[config.mk]
export PLATFORM = sky130hd
export DESIGN_NAME = multi_level_tank_ctrl
export DESIGN_NICKNAME = d
export VERILOG_FILES = /design/src/rtl/tank_ctrl_pkg.sv /design/src/rtl/sensor_debounce.sv /design/src/rtl/multi_level_tank_ctrl.sv
export SDC_FILE = /design/constraint.sdc
export NUM_CORES = 1
export LEC_CHECK = 0
export CAP_MARGIN = 20
export CORE_UTILIZATION = 55
export DETAILED_ROUTE_END_ITERATION = 10
export HOLD_SLACK_MARGIN = 0.15
export PLACE_DENSITY_LB_ADDON = 0.08
export SETUP_SLACK_MARGIN = 0.4
export SLEW_MARGIN = 0
export SYNTH_ARGS = -nofsm -noshare
export SYNTH_HDL_FRONTEND = slang
export SYNTH_HIERARCHICAL = 1
export SYNTH_SLANG_ARGS = --single-unit
[constraint.sdc]
create_clock -name clk -period 7.3 [get_ports clk]
set_input_delay 0.73 -clock clk [delete_from_list [all_inputs] [get_ports clk]]
set_output_delay 0.73 -clock clk [all_outputs]
set_load 0.005 [all_outputs]
[src/rtl/tank_ctrl_pkg.sv]
// Shared types and helpers for the multi-level tank controller.
// Latency: combinational helpers only, no state.
// Backpressure: none; pure definitions.
package tank_ctrl_pkg;

    // Widest sensor vector the helpers accept; narrower vectors are zero-extended.
    localparam int MAX_LEVELS = 16;

    typedef enum logic [1:0] {
        ST_INIT  = 2'd0,
        ST_FILL  = 2'd1,
        ST_FULL  = 2'd2,
        ST_FAULT = 2'd3
    } tank_state_t;

    // A thermometer code plus one is a power of two, so it shares no set bit with itself.
    function automatic logic thermo_valid(input logic [MAX_LEVELS-1:0] v);
        logic [MAX_LEVELS-1:0] inc;
        inc = v + 16'd1;
        return ((v & inc) == '0);
    endfunction

    function automatic logic [4:0] popcount(input logic [MAX_LEVELS-1:0] v);
        logic [4:0] cnt;
        cnt = '0;
        for (int i = 0; i < MAX_LEVELS; i++) begin
            cnt = cnt + {4'd0, v[i]};
        end
        return cnt;
    endfunction

endpackage

[src/rtl/sensor_debounce.sv]
// Registers the raw sensor vector and accepts it after DEB_CYCLES stable cycles.
// Latency: change stable before edge k is accepted at edge k+DEB_CYCLES.
// Backpressure: none; o_acc_vld pulses for one cycle on each acceptance.
module sensor_debounce #(
    parameter int W          = 4,
    parameter int DEB_CYCLES = 3
) (
    input  logic         clk,
    input  logic         i_rst_n,
    input  logic [W-1:0] i_sense,
    output logic [W-1:0] o_acc,
    output logic         o_acc_vld
);

    localparam int             CW    = $clog2(DEB_CYCLES + 1);
    localparam logic [CW-1:0]  C_DEB = CW'(DEB_CYCLES);

    logic [W-1:0]  r_s;
    logic [CW-1:0] r_cnt;
    logic [W-1:0]  r_acc;
    logic          r_acc_vld;

    // Sample sensors, count stable cycles, load acc once per stable run (counter saturates).
    always_ff @(posedge clk or negedge i_rst_n) begin
        if (!i_rst_n) begin
            r_s       <= '0;
            r_cnt     <= '0;
            r_acc     <= '0;
            r_acc_vld <= 1'b0;
        end else begin
            r_s       <= i_sense;
            r_acc_vld <= 1'b0;
            if (i_sense != r_s) begin
                r_cnt <= '0;
            end else if (r_cnt != C_DEB) begin
                r_cnt <= r_cnt + CW'(1);
                if (r_cnt == C_DEB - CW'(1)) begin
                    r_acc     <= r_s;
                    r_acc_vld <= 1'b1;
                end
            end
        end
    end

    assign o_acc     = r_acc;
    assign o_acc_vld = r_acc_vld;

endmodule

[src/rtl/multi_level_tank_ctrl.sv]
// Multi-level tank fill controller: debounced level sensing, fill/full hysteresis, fault latch.
// Latency: outputs follow the accepted sensor vector by one cycle (DEB_CYCLES+1 from sense).
// Backpressure: none; fault is held until fault_clr arrives with a valid sensor code.
module multi_level_tank_ctrl
    import tank_ctrl_pkg::*;
#(
    parameter int N_LEVELS       = 4,
    parameter int DEB_CYCLES     = 3,
    parameter int MIN_OFF_CYCLES = 8,
    parameter int LOW_MARK       = N_LEVELS - 2
) (
    input  logic                            clk,
    input  logic                            reset,
    input  logic [N_LEVELS-1:0]             sense,
    input  logic                            fault_clr,
    output logic [N_LEVELS-1:0]             fill_en,
    output logic [$clog2(N_LEVELS+1)-1:0]   level,
    output logic                            full,
    output logic                            fault
);

    localparam int            LW    = $clog2(N_LEVELS + 1);
    localparam int            TW    = $clog2(MIN_OFF_CYCLES + 1);
    localparam logic [TW-1:0] C_OFF = TW'(MIN_OFF_CYCLES);

    logic [N_LEVELS-1:0]   w_acc;
    logic                  w_acc_vld;
    logic [MAX_LEVELS-1:0] w_acc_ext;
    logic                  w_valid;
    logic [LW-1:0]         w_pop;
    logic                  w_is_full;
    logic                  w_low;
    logic [N_LEVELS-1:0]   w_fill_mask;
    tank_state_t           w_next;

    tank_state_t           r_state;
    logic [TW-1:0]         r_off;
    logic [N_LEVELS-1:0]   r_fill_en;
    logic [LW-1:0]         r_level;
    logic                  r_full;
    logic                  r_fault;

    sensor_debounce #(
        .W          (N_LEVELS),
        .DEB_CYCLES (DEB_CYCLES)
    ) u_debounce (
        .clk       (clk),
        .i_rst_n   (reset),
        .i_sense   (sense),
        .o_acc     (w_acc),
        .o_acc_vld (w_acc_vld)
    );

    assign w_acc_ext = MAX_LEVELS'(w_acc);
    assign w_valid   = thermo_valid(w_acc_ext);
    assign w_pop     = LW'(popcount(w_acc_ext));
    assign w_is_full = (w_pop == LW'(N_LEVELS));
    assign w_low     = (w_pop <= LW'(LOW_MARK));

    // Open the inlets above the current water line: bits below N_LEVELS-level.
    always_comb begin
        w_fill_mask = '0;
        for (int i = 0; i < N_LEVELS; i++) begin
            if (i < N_LEVELS - int'(w_pop)) begin
                w_fill_mask[i] = 1'b1;
            end
        end
    end

    // Next-state selection; an invalid code outranks every other transition once out of INIT.
    always_comb begin
        w_next = r_state;
        case (r_state)
            ST_INIT: begin
                if (w_acc_vld) begin
                    if (!w_valid)       w_next = ST_FAULT;
                    else if (w_is_full) w_next = ST_FULL;
                    else                w_next = ST_FILL;
                end
            end
            ST_FILL: begin
                if (!w_valid)       w_next = ST_FAULT;
                else if (w_is_full) w_next = ST_FULL;
            end
            ST_FULL: begin
                if (!w_valid)                      w_next = ST_FAULT;
                else if ((r_off == C_OFF) && w_low) w_next = ST_FILL;
            end
            default: begin
                if (w_valid && fault_clr) begin
                    w_next = w_is_full ? ST_FULL : ST_FILL;
                end
            end
        endcase
    end

    // State, off-timer and registered outputs; reset closes all inlets asynchronously.
    always_ff @(posedge clk or negedge reset) begin
        if (!reset) begin
            r_state   <= ST_INIT;
            r_off     <= '0;
            r_fill_en <= '0;
            r_level   <= '0;
            r_full    <= 1'b0;
            r_fault   <= 1'b0;
        end else begin
            r_state   <= w_next;
            r_fill_en <= (w_next == ST_FILL) ? w_fill_mask : '0;
            r_full    <= (w_next == ST_FULL);
            r_fault   <= (w_next == ST_FAULT);
            if (w_valid) begin
                r_level <= w_pop;
            end
            // Timer restarts at 0 on entry to FULL and saturates while resident.
            if (r_state != ST_FULL) begin
                r_off <= '0;
            end else if (r_off != C_OFF) begin
                r_off <= r_off + TW'(1);
            end
        end
    end

    assign fill_en = r_fill_en;
    assign level   = r_level;
    assign full    = r_full;
    assign fault   = r_fault;

endmodule

==> results of run 1 <==
cell usage after synthesis (2+ instances only):
master	instances	share of area (%)
mux2_4	4	4.4
nor2b_1	2	0.91
inv_1	10	2.7
nor4b_1	2	1.3
a21oi_1	4	1.5
mux2_2	3	2.4
dfrtp_1	26	47
and4b_1	2	1.5
xnor2_1	5	3.2
nor2_1	8	2.2
fa_1	2	2.9
mux2i_1	2	1.5
xor2_1	2	1.3
ha_1	12	11
nand2_1	2	0.54
routing by layer:
layer  part of all wire, %  vias to the layer above  GRT usage, %
met5                     0                        -             0
met2                    51                       17          31.8
met3                   3.7                        4          3.51
li1                      -                      405             -
met4                   1.5                        0          9.46
met1                    44                      384          21.4
through the flow:
| stage | hold WS (ns) | util, % | cells |
|---|---|---|---|
| final | 0.523 | 69.6 | 155 |
| after global routing | 0.534 | 69.6 | 155 |
| after CTS | 0.526 | 69.6 | 155 |
| after detailed placement | 0.496 | 68.0 | 151 |
| after global placement | 0.488 | 68.0 | 151 |
| after floorplan | 0.434 | - | 108 |
power breakdown:
| group | leakage (nW) | internal (W) | switching [W] | total (W) |
|---|---|---|---|---|
| clock | 0.0210 | 0.0000305 | 0.0000406 | 0.0000711 |
| combinational | 0.409 | 0.0000168 | 0.0000119 | 0.0000287 |
| sequential | 0.328 | 0.000150 | 0.00000432 | 0.000155 |
how the worst max path moves through the flow:
| stage | end | slack (ns) | cells after the start |
|---|---|---|---|
| CTS | fill_en[3] | 4.67 | 9 |
| finish | fill_en[3] | 4.67 | 9 |
| floorplan | fill_en[3] | 4.86 | 9 |
| detailed placement | fill_en[3] | 4.71 | 9 |
| global route | fill_en[3] | 4.48 | 9 |
| global placement | fill_en[0] | 4.75 | 9 |
state kept, by name, indices dropped and copies added (netlist names):
signal / flops
u_debounce/r_s: 4
r_state: 2
fill_en: 4
full: 1
r_off: 4
u_debounce/o_acc_vld: 1
u_debounce/r_cnt: 2
u_debounce/o_acc: 4
level: 3
fault: 1
worst register-to-register path, stage by stage (launching register included):
cell and delay, ns:
dfrtp_1 0.47, fa_1 0.50, ha_1 0.23, ha_1 0.31, inv_1 0.05, ha_1 0.17, ha_1 0.19, o21bai_1 0.16
o2111a_2 0.17, nor4b_1 0.29
cell families after synthesis:
kind of cell / Yosys count / share of synthesized area, %
AO/OA/AOI/OAI: 13 / 8.89
multiplexers: 9 / 8.25
AND/OR/NAND/NOR: 28 / 14.0
XOR/XNOR: 7 / 4.44
flip-flops: 26 / 47.1
adder cells (fa/ha/maj): 14 / 13.8
buffers and inverters: 11 / 3.54
placed cells by master, fill, tap and decap left out, drive strengths merged, types with 2 or more instances in the layout:
| master | synthesis | routed |
|---|---|---|
| xor2 | 2 | 2 |
| clkdlybuf4s50 | 0 | 15 |
| fa | 2 | 2 |
| nand3 | 2 | 2 |
| a21oi | 5 | 5 |
| xnor2 | 5 | 5 |
| clkbuf | 0 | 4 |
| and4b | 2 | 2 |
| mux2 | 7 | 7 |
| inv | 10 | 10 |
| dfrtp | 26 | 26 |
| nand2 | 2 | 2 |
| nor2b | 2 | 2 |
| mux2i | 2 | 2 |
| nor2 | 8 | 8 |
| nor4b | 2 | 2 |
| ha | 12 | 12 |
| nand3b | 2 | 2 |
area by class of cell:
cell class	instances	area (µm²)	share of cell area [%]
clock buffers	4	36.3	2.27
repair buffers	16	158	9.87
inverters	10	37.5	2.35
flip-flops and latches	26	651	40.7
well taps	28	35.0	2.19
multi-input cells	71	681	42.6
==> metrics, run 1 <==
outcome=finished, final reports clean; TritonCTS Sinks=26; worst reg-to-reg setup slack=4.67 ns; period utilization=36.0%; final worst path period need=2.63 ns; Via density=5.23; first-pass GRT wire length=3620 µm; initial antenna violation count=0; Clock Path Buffers=2; detailed placement HPWL=1590 µm; Pins Over Slew Limit=0; WHS Endpoint=level[2]; H-tree depth=1; Crit path top cell by count=ha_1; Worst Setup Start Kind=flop; slowest CP cell=fa_1; RSZ-0062 raised after global routing=false; Worst EP required=7.52 ns; crit path launch=u_debounce/o_acc[0]; critical path type=reg -> reg; largest net degree at the start of global routing=27; Max Cap Violations=0; Post CTS Setup Buffer Count=0; Arr. time, crit path=2.85 ns; syn_nets=129; CTS root buf=clkbuf_4; min-delay src=level[2]; GRT Util Overall=18.4%; die width=52.1 µm; Hold Path Stages=1; fraction of layout cells with a size suffix above 1=15.7%; Unique masters post-synth=37; Pre-antenna DRT Iters=3; cts bufs inserted=3; CP peak stage delay=0.50 ns; Layout fillers=166; routability cong.=0.788; Congestion Overflow GR=0; drt first-iter violations=11; leakage=0.759 nW; Avg Inst Size Synth=12.8 µm²; ANT cells=0; CTS tree=done; Die H=52.1 µm; Syn Inst Count=108; final setup vio count=0; CTS Hold Bufs=0; crit-path cells=fa_1 -> ha_1 -> ha_1 -> inv_1 -> ha_1 -> ha_1 -> o21bai_1 -> o2111a_2 -> nor4b_1; Synth async-reset ratio=100%; Starting Density=60.1%; Area Overhead vs Synth=15.8%; vias in the first global route=866; Total Nets Final=149; I/O Buffers=15; setup ws final=4.67 ns; Worst-Skew Late Latency=0.31 ns; cts repair resizes=0; Finished Cell Area=1600 µm²; register area share after synthesis=47.1%; Final Hold Fails=0; DRC=0; core area=2300 µm²; row count=17; Hold Crit Class=reg -> reg; crit-path leading delay family=adder cells; Fin Setup TNS=0 ns; Critical Path End Type=flop; clock slew at reported path FFs=0.13 ns; Seq cells post-synth=26; Tot Pwr=0.000254 W; worst r2r src=u_debounce/o_acc[0]; Routed Wire Length=2050 µm; vias=810; EDFF count, synth=0; Pwr per Cell Area=159 nW/µm²; Yosys warnings=6; FF-to-FF path depth=9; post-route ant nets=0; peak supply drop=0.104 mV; drt wl/cell=13.2 µm; worst slack at placement=4.71 ns; I/O pin count=16; die area=2710 µm²; Fmax=0.381 GHz; measured slew at the worst slew-check pin=0.353 ns; Worst Path Buf+Inv=1; most used flip-flop cell after synthesis=dfrtp_1; Mapped Area=1380 µm²; placed cell area=1560 µm²; reg2reg end=fill_en[3]; slew margin rel.=76.4%; Worst Clk Skew=0.000810 ns; Worst Path Max Fanout=7
No activity file was read; power rests on OpenSTA's default activity.
==> run 2, diff against run 1 <==
CORE_UTILIZATION = 49   (was 55)
clock period = 2.38 ns   (was 7.3 ns; I/O delays follow)
==> run 2 against run 1 <==
- the run now ends with setup timing left
- flip-flop and latch count stayed put
- cell count up 5.2%
- via count up 6.2%
- critical path depth stayed put
- routed wire length rose by 4.6%
- sequential share of layout area fell by 2.7 points
- critical path type unchanged
- maximum frequency up 9.1%
- highest routed layer unchanged
- largest cell class unchanged
- register-to-register slack lost 4.7 ns
- utilization fell by 3.0 points
- critical endpoint is now fill_en[2]
==> metrics, run 2 (same netlist as run 1, synthesis figures left out) <==
outcome=finished with violations (was finished, final reports clean); failing checks=setup timing; power share of the clock group=27.8% (was 27.9%); vias in the first global route=855 (was 866); Pins Over Slew Limit=0 (unchanged); slew margin rel.=74.2% (was 76.4%); RSZ-0062 raised after global routing=true (was false); leakage=0.808 nW (was 0.759 nW); Fmax=0.415 GHz (was 0.381 GHz); routability cong.=0.733 (was 0.788); Worst EP required=2.61 ns (was 7.52 ns); Area Overhead vs Synth=23.8% (was 15.8%); Total Nets Final=155 (was 149); Arr. time, crit path=2.64 ns (was 2.85 ns); DRC=0 (unchanged); Tot Pwr=0.000794 W (was 0.000254 W); Pwr per Cell Area=465 nW/µm² (was 159 nW/µm²); I/O Buffers=15 (unchanged); final setup vio count=4 (was 0); Fin Setup TNS=-0.0799 ns (was 0 ns); ANT cells=0 (unchanged); fraction of layout cells with a size suffix above 1=25.6% (was 15.7%); drt wl/cell=13.1 µm (was 13.2 µm); Final Hold Fails=0 (unchanged); period utilization=101% (was 36.0%); largest net degree at the start of global routing=27 (unchanged); measured slew at the worst slew-check pin=0.386 ns (was 0.353 ns); Via density=5.28 (was 5.23); commonest cells after routing, fill and taps aside=dfrtp_1 (26), clkdlybuf4s50_1 (15), inv_1 (9), nor2_1 (8), ha_1 (8) (was dfrtp_1 (26), clkdlybuf4s50_1 (15), ha_1 (12), inv_1 (10), nor2_1 (8)); Routed Wire Length=2140 µm (was 2050 µm); Worst Path Max Fanout=6 (was 7); CTS tree=done (unchanged); Final Hold Slack=0.258 ns (was 0.523 ns); worst slack at placement=-0.0915 ns (was 4.71 ns); Comb pwr share=12.6% (was 11.3%); row count=18 (was 17); Clock Path Buffers=2 (unchanged); clock slew at reported path FFs=0.14 ns (was 0.13 ns); Max Cap Violations=0 (unchanged); Starting Density=53.8% (was 60.1%); Critical Path End Type=flop (unchanged); cell-internal power=0.000613 W (was 0.000198 W); Psw=0.000181 W (was 0.0000568 W); Worst-Skew Late Latency=0.32 ns (was 0.31 ns); drt first-iter violations=12 (was 11); Net Sw Frac=22.8% (was 22.3%); Die H=55.1 µm (was 52.1 µm); Congestion Overflow GR=0 (unchanged); initial antenna violation count=0 (unchanged); post-route ant nets=0 (unchanged); Hold Crit Class=in -> async (was reg -> reg); Worst Setup Start Kind=flop (unchanged); Worst Clk Skew=0.00433 ns (was 0.000810 ns); cts bufs inserted=3 (unchanged); TritonCTS Sinks=26 (unchanged); critical path type=reg -> reg (unchanged); die area=3030 µm² (was 2710 µm²); die width=55.1 µm (was 52.1 µm); CTS root buf=clkbuf_4 (unchanged); final worst path period need=2.41 ns (was 2.63 ns); peak supply drop=0.460 mV (was 0.104 mV); core area=2570 µm² (was 2300 µm²); Pre-antenna DRT Iters=4 (was 3); setup ws final=-0.0285 ns (was 4.67 ns); detailed placement HPWL=1680 µm (was 1590 µm); CTS Hold Bufs=0 (unchanged); GRT Util Overall=17.8% (was 18.4%); commonest non-fill, non-tap cell in the layout=dfrtp_1 (unchanged); H-tree depth=1 (unchanged); I/O pin count=16 (unchanged); first-pass GRT wire length=3680 µm (was 3620 µm); part of the power in registers=59.6% (was 60.8%); vias=860 (was 810)
[run 2: changes by cell type in the layout (fill, tap and decap cells not counted), moves of 2 or more]
cell and delta:
nor4b_1 -2, ha_1 -4, buf_4 +6, ha_4 +3
[run 2: critical path: stages, from the launching register on]
cell,delay [ns]
dfrtp_1,0.42
fa_1,0.54
ha_2,0.22
ha_4,0.22
inv_2,0.07
ha_4,0.13
ha_4,0.12
o21bai_1,0.10
o2111a_2,0.29
and4b_1,0.21
[run 2: what timing repair did]
action / in CTS / in global routing
setup buffers: 1 / 0
setup endpoints to repair: 8 / 8
pin swaps: 2 / 0
resized for setup: 0 / 2
[run 2: per-stage QoR]
step / utilization (%) / instance area [µm²] / std cells
6_report: 66.6 / 1710 / 163
3_5_place_dp: 64.5 / 1660 / 158
3_3_place_gp: 64.5 / 1660 / 158
5_1_grt: 66.6 / 1710 / 163
4_1_cts: 66.2 / 1700 / 163
2_1_floorplan: - / 1440 / 108
[run 2: final timing paths]
| check | from | slack [ns] | to | cells after the start |
|---|---|---|---|---|
| max in group asynchronous | reset | 1.88 | level[0] | 2 |
| max reg2reg | u_debounce/o_acc[1] | -0.03 | fill_en[2] | 9 |
| max | u_debounce/o_acc[1] | -0.03 | fill_en[2] | 9 |
| min in group clk | sense[1] | 0.39 | u_debounce/r_s[1] | 1 |
| min reg2reg | level[0] | 0.52 | level[0] | 1 |
| min | reset | 0.26 | r_off[3] | 2 |
[run 2: cell type report]
cell class | count | area (µm²)
inverters | 10 | 37.5
clock buffers | 4 | 36.3
repair buffers | 22 | 203
well taps | 30 | 37.5
flip-flops and latches | 26 | 651
fillers | 211 | 858
multi-input cells | 71 | 744
[run 2: routing by layer]
metal | vias up | GRT usage, % | routed length [µm]
li1 | 422 | - | -
met1 | 419 | 20.1 | 946
met2 | 17 | 32.3 | 1090
met3 | 2 | 5.74 | 89
met4 | 0 | 3.75 | 15
met5 | - | 0 | 0
[run 2: power groups by stage]
stage / registers, W / clock network [W] / logic [W]
2_1_floorplan: 0.000482 / 0 / 0.0000422
3_3_place_gp: 0.000481 / 0 / 0.0000979
3_5_place_dp: 0.000483 / 0 / 0.0000998
4_1_cts: 0.000474 / 0.000226 / 0.0000999
5_1_grt: 0.000477 / 0.000246 / 0.000111
6_report: 0.000473 / 0.000221 / 0.000100
==> run 3, diff against run 2 <==
CTS_CLUSTER_DIAMETER = 100   (was default)
MAX_ROUTING_LAYER = met4   (was default)
==> run 3 against run 2 <==
- the flow still finishes with violations (setup timing)
- utilization unchanged
- maximum frequency about the same
- flip-flop and latch count unchanged
- hold slack better by 0.0011 ns
- largest cell class unchanged
==> metrics, run 3 (same netlist as run 1, synthesis figures left out) <==
Die H=55.1 µm (unchanged); clock slew at reported path FFs=0.14 ns (about the same); crit-path cells=fa_1 -> ha_2 -> ha_4 -> inv_2 -> ha_4 -> ha_4 -> o21bai_1 -> o2111a_2 -> and4b_1 (unchanged); Critical Path End Type=flop (unchanged); Final Hold Fails=0 (unchanged); Congestion Overflow GR=0 (unchanged); post-route ant nets=0 (unchanged); Via density=5.26 (was 5.28); vias in the first global route=855 (unchanged); die area=3030 µm² (unchanged); routability cong.=0.742 (was 0.733); I/O pin count=16 (unchanged); cell count after placement=158 (unchanged); row count=18 (unchanged); cts bufs inserted=3 (unchanged); setup ws final=-0.0278 ns (was -0.0285 ns); commonest non-fill, non-tap cell in the layout=dfrtp_1 (unchanged); leakage=0.808 nW (unchanged); Hold Crit Class=in -> async (unchanged); Tot Pwr=0.000793 W (was 0.000794 W); Worst Clk Skew=0.00480 ns (was 0.00433 ns); outcome=finished with violations (unchanged); first-pass GRT wire length=3690 µm (was 3680 µm); Worst EP required=2.61 ns (about the same); RSZ-0062 raised after global routing=true (unchanged); Worst-Skew Late Latency=0.32 ns (about the same); core area=2570 µm² (unchanged); GRT Util Overall=18.3% (was 17.8%); commonest cells after routing, fill and taps aside=dfrtp_1 (26), clkdlybuf4s50_1 (15), inv_1 (9), nor2_1 (8), ha_1 (8) (unchanged); Routed Wire Length=2140 µm (about the same); vias=857 (was 860); drt first-iter violations=9 (was 12); final setup vio count=4 (unchanged); measured slew at the worst slew-check pin=0.386 ns (about the same); detailed placement HPWL=1680 µm (unchanged); Fin Setup TNS=-0.0774 ns (was -0.0799 ns); Pins Over Slew Limit=0 (unchanged); ANT cells=0 (unchanged); CTS tree=done (unchanged); peak supply drop=0.460 mV (about the same); largest net degree at the start of global routing=27 (unchanged); Total Nets Final=155 (unchanged); slew margin rel.=74.3% (was 74.2%); Clock Path Buffers=2 (unchanged); CTS root buf=clkbuf_4 (unchanged); die width=55.1 µm (unchanged); Starting Density=53.8% (unchanged); FF-to-FF path depth=9 (unchanged); Arr. time, crit path=2.63 ns (was 2.64 ns); Layout fillers=211 (unchanged); worst slack at placement=-0.0915 ns (unchanged); initial antenna violation count=0 (unchanged); failing checks=setup timing (unchanged); TritonCTS Sinks=26 (unchanged); Fmax=0.415 GHz (about the same); drt wl/cell=13.1 µm (about the same); H-tree depth=1 (unchanged); CP peak stage delay=0.54 ns (about the same); Max Cap Violations=0 (unchanged); Pwr per Cell Area=464 nW/µm² (was 465 nW/µm²); I/O Buffers=15 (unchanged); Area Overhead vs Synth=23.8% (unchanged); DRC=0 (unchanged); critical path type=reg -> reg (unchanged); period utilization=101% (about the same); Worst Setup Start Kind=flop (unchanged); Crit path top cell by count=ha_4 (unchanged); Non-Filler Instances=163 (unchanged); Pre-antenna DRT Iters=4 (unchanged); CTS Hold Bufs=0 (unchanged); final worst path period need=2.41 ns (about the same); slowest CP cell=fa_1 (unchanged); Worst Path Max Fanout=6 (unchanged); fraction of layout cells with a size suffix above 1=25.6% (unchanged)
-- run 3: layout make-up --
cell class | instances | area, µm² | area share, %
clock buffers | 4 | 36.3 | 2.12
multi-input cells | 71 | 744 | 43.6
repair buffers | 22 | 203 | 11.9
flip-flops and latches | 26 | 651 | 38.1
inverters | 10 | 37.5 | 2.20
well taps | 30 | 37.5 | 2.20
-- run 3: metrics by stage --
| stage | util (%) | hold WS [ns] | cell area, µm² |
|---|---|---|---|
| detailed placement | 64.5 | 0.499 | 1660 |
| finish | 66.6 | 0.259 | 1710 |
| global route | 66.6 | 0.306 | 1710 |
| floorplan | - | -0.0576 | 1440 |
| global placement | 64.5 | 0.490 | 1660 |
| CTS | 66.2 | 0.264 | 1700 |
-- run 3: worst paths after layout --
kind                                     start                 to  slack, ns
hold reg to reg                       level[0]           level[0]       0.52
max in group asynchronous                reset           level[0]       1.88
hold / removal                           reset           r_off[3]       0.26
setup reg to reg           u_debounce/o_acc[1]         fill_en[2]      -0.03
setup / recovery           u_debounce/o_acc[1]         fill_en[2]      -0.03
min in group clk                      sense[1]  u_debounce/r_s[1]       0.39
-- run 3: where the power goes --
| part | switching, W | internal, W | leakage [nW] |
|---|---|---|---|
| logic | 0.0000415 | 0.0000587 | 0.458 |
| clock network | 0.000126 | 0.0000935 | 0.0210 |
| registers | 0.0000127 | 0.000461 | 0.328 |
| total | 0.000180 | 0.000613 | 0.808 |
-- run 3: repair_timing --
item,in CTS,in global routing
setup endpoints to repair,8,8
gates resized for setup,0,2
setup buffers,1,0
pin swaps,2,0
-- run 3: routing by layer --
layer / global-route usage (%) / wire length, µm
met5: - / 0
met4: 3.75 / 15
met3: 5.74 / 87
met2: 32.3 / 1090
met1: 20.1 / 944
-- run 3: worst max-delay path: cells and delay by family, from the launching register on --
kind | cells | cell delay, ns
DFF | 1 | 0.42
and+or+nand+nor | 1 | 0.21
adders and majority gates | 5 | 1.23
buffers and inverters | 1 | 0.07
AOI/OAI and AO/OA | 2 | 0.39
==> edit, RTL diff (flow settings as in run 2) <==
The 4 states of `tank_state_t` get a Gray code encoding in 2 bits.
--- a/src/rtl/tank_ctrl_pkg.sv
+++ b/src/rtl/tank_ctrl_pkg.sv
@@ -7,10 +7,10 @@
     localparam int MAX_LEVELS = 16;
 
     typedef enum logic [1:0] {
-        ST_INIT  = 2'd0,
-        ST_FILL  = 2'd1,
-        ST_FULL  = 2'd2,
-        ST_FAULT = 2'd3
+        ST_INIT  = 2'b00,
+        ST_FILL  = 2'b01,
+        ST_FULL  = 2'b11,
+        ST_FAULT = 2'b10
     } tank_state_t;
 
     // A thermometer code plus one is a power of two, so it shares no set bit with itself.
Function: no difference found for any inputs over 10 cycles, from zero or initial values and one cycle with reset low; not proved beyond that.
==> edit against run 2 <==
Synthesized area is 5.1% lower. Die area is 4.9% lower. Wire length is 5.1% lower. Sequential cell count stayed put. Worst setup slack better by 170 ps. Synthesized cell count is 1.9% lower. Final area is 4.0% lower.
Power is not compared: it rests on default switching activity, and its combinational part moved more than twofold at a synthesized area within 25%.
==> edit: results (changes against run 2) <==
[status]
status = finished, final reports clean  ; was complete, but fails checks

[route]
routedWlPerCell_microns = 12.8  ; was 13.1 microns
wl_met2_microns = 1020  ; was 1090 microns
vias = 812  ; was 860
drtIter0Drc = 4  ; was 12
met1_length_microns = 922  ; was 946 microns
dr_wl_met3_microns = 61  ; was 89 microns
routed_wirelength_microns = 2030  ; was 2140 microns
firstDrtPassIters = 2  ; was 4

[timing]
worstMarginPinSlew_ps = 617  ; was 386 ps
hold_slack_ps = 265  ; was 258 ps
clock_skew_ps = 8.16  ; was 4.33 ps
finalWorstSetupSlack_ps = 137  ; was -28.5 ps

[final_layout]
drive_gt1_frac = 0.248  ; was 0.256
n_antenna_cell = 0  ; unchanged
final.fill_count = 188  ; was 211
nNetsFinal = 151  ; was 155

[cts]
h-tree-depth = 1  ; unchanged
cts.clk_slew.worst_paths_ps = 140  ; about the same
clk_latency_ps = 310

[critical_path]
cp_slowest_cell = fa_1  ; unchanged
cp_max_fo = 4  ; was 6
worstPathArrival_ps = 2480  ; was 2640 ps
max_stage_delay_ps = 480  ; was 540 ps
crit_family = adder cells  ; unchanged
critical_path.startpoint = u_debounce/o_acc[3]  ; was u_debounce/o_acc[1]

[synth]
synth_compound_area_frac = 0.0697  ; was 0.0888
syn-num-nets = 127  ; was 129
synth_fa_ha_area_frac = 0.145  ; was 0.138
synth_ff_type = dfrtp_1  ; unchanged
seq_area_frac_synth = 0.497  ; was 0.471
yosys-top-cells-area = dfrtp_1 50%, ha_1 11%, mux2_4 4.6%  ; was dfrtp_1 47%, ha_1 11%, mux2_4 4.4%
synth_area_per_cell_sq_um = 12.4  ; was 12.8 sq um
synth_common_cells = 26 x dfrtp_1, 12 x ha_1, 12 x inv_1, 7 x nor2_1  ; was 26 x dfrtp_1, 12 x ha_1, 10 x inv_1, 8 x nor2_1, 5 x xnor2_1
synthMuxAreaShare = 0.0802  ; was 0.0825
yosysUniqueCellTypes = 27  ; was 37
async_flop_share = 1.00  ; unchanged
synth-xor-area-share = 0.0468  ; was 0.0444

[flow_run]
cap_violations = 0  ; unchanged

[power]
p_leak_nw = 0.777

[placed_design]
placed_area_sq_um = 1570  ; was 1660 sq um
dp_hpwl_microns = 1580  ; was 1680 microns
place_congestion = 0.788  ; was 0.733
place_ws_ps = 42.0  ; was -91.5 ps

[global_route]
use_met3 = 0.0282  ; was 0.0574
grt_pass1_wl_microns = 3540  ; was 3680 microns
grt_util_met1 = 0.218  ; was 0.201
grt_usage = 0.174  ; was 0.178
met2_usage = 0.288  ; was 0.323
grt_pass1_vias = 794  ; was 855

[edit: power by group]
group / switching (W) / leakage [nW] / internal (W) / total (W)
logic: 0.0000990 / 0.417 / 0.000133 / 0.000232
clock network: 0.000124 / 0.0210 / 0.0000934 / 0.000218
registers: 0.0000240 / 0.339 / 0.000494 / 0.000518
total: 0.000247 / 0.777 / 0.000721 / 0.000968
[edit: what timing repair did]
| action | 4_1_cts | 5_1_grt |
|---|---|---|
| gates cloned | 0 | 0 |
| setup endpoints to repair | 7 | 7 |
| setup buffers | 1 | 0 |
| hold endpoints to repair | 0 | 0 |
| pin swaps | 1 | 0 |
| resized for setup | 2 | 1 |
[edit: area by class of cell]
| class | instances | area (sq um) | area share |
|---|---|---|---|
| timing repair buffer | 19 | 180 | 0.110 |
| tap | 30 | 37.5 | 0.0229 |
| multi-input combinational | 68 | 691 | 0.421 |
| clock buffer | 4 | 36.3 | 0.0221 |
| inverter | 12 | 45.0 | 0.0275 |
| sequential | 26 | 651 | 0.397 |
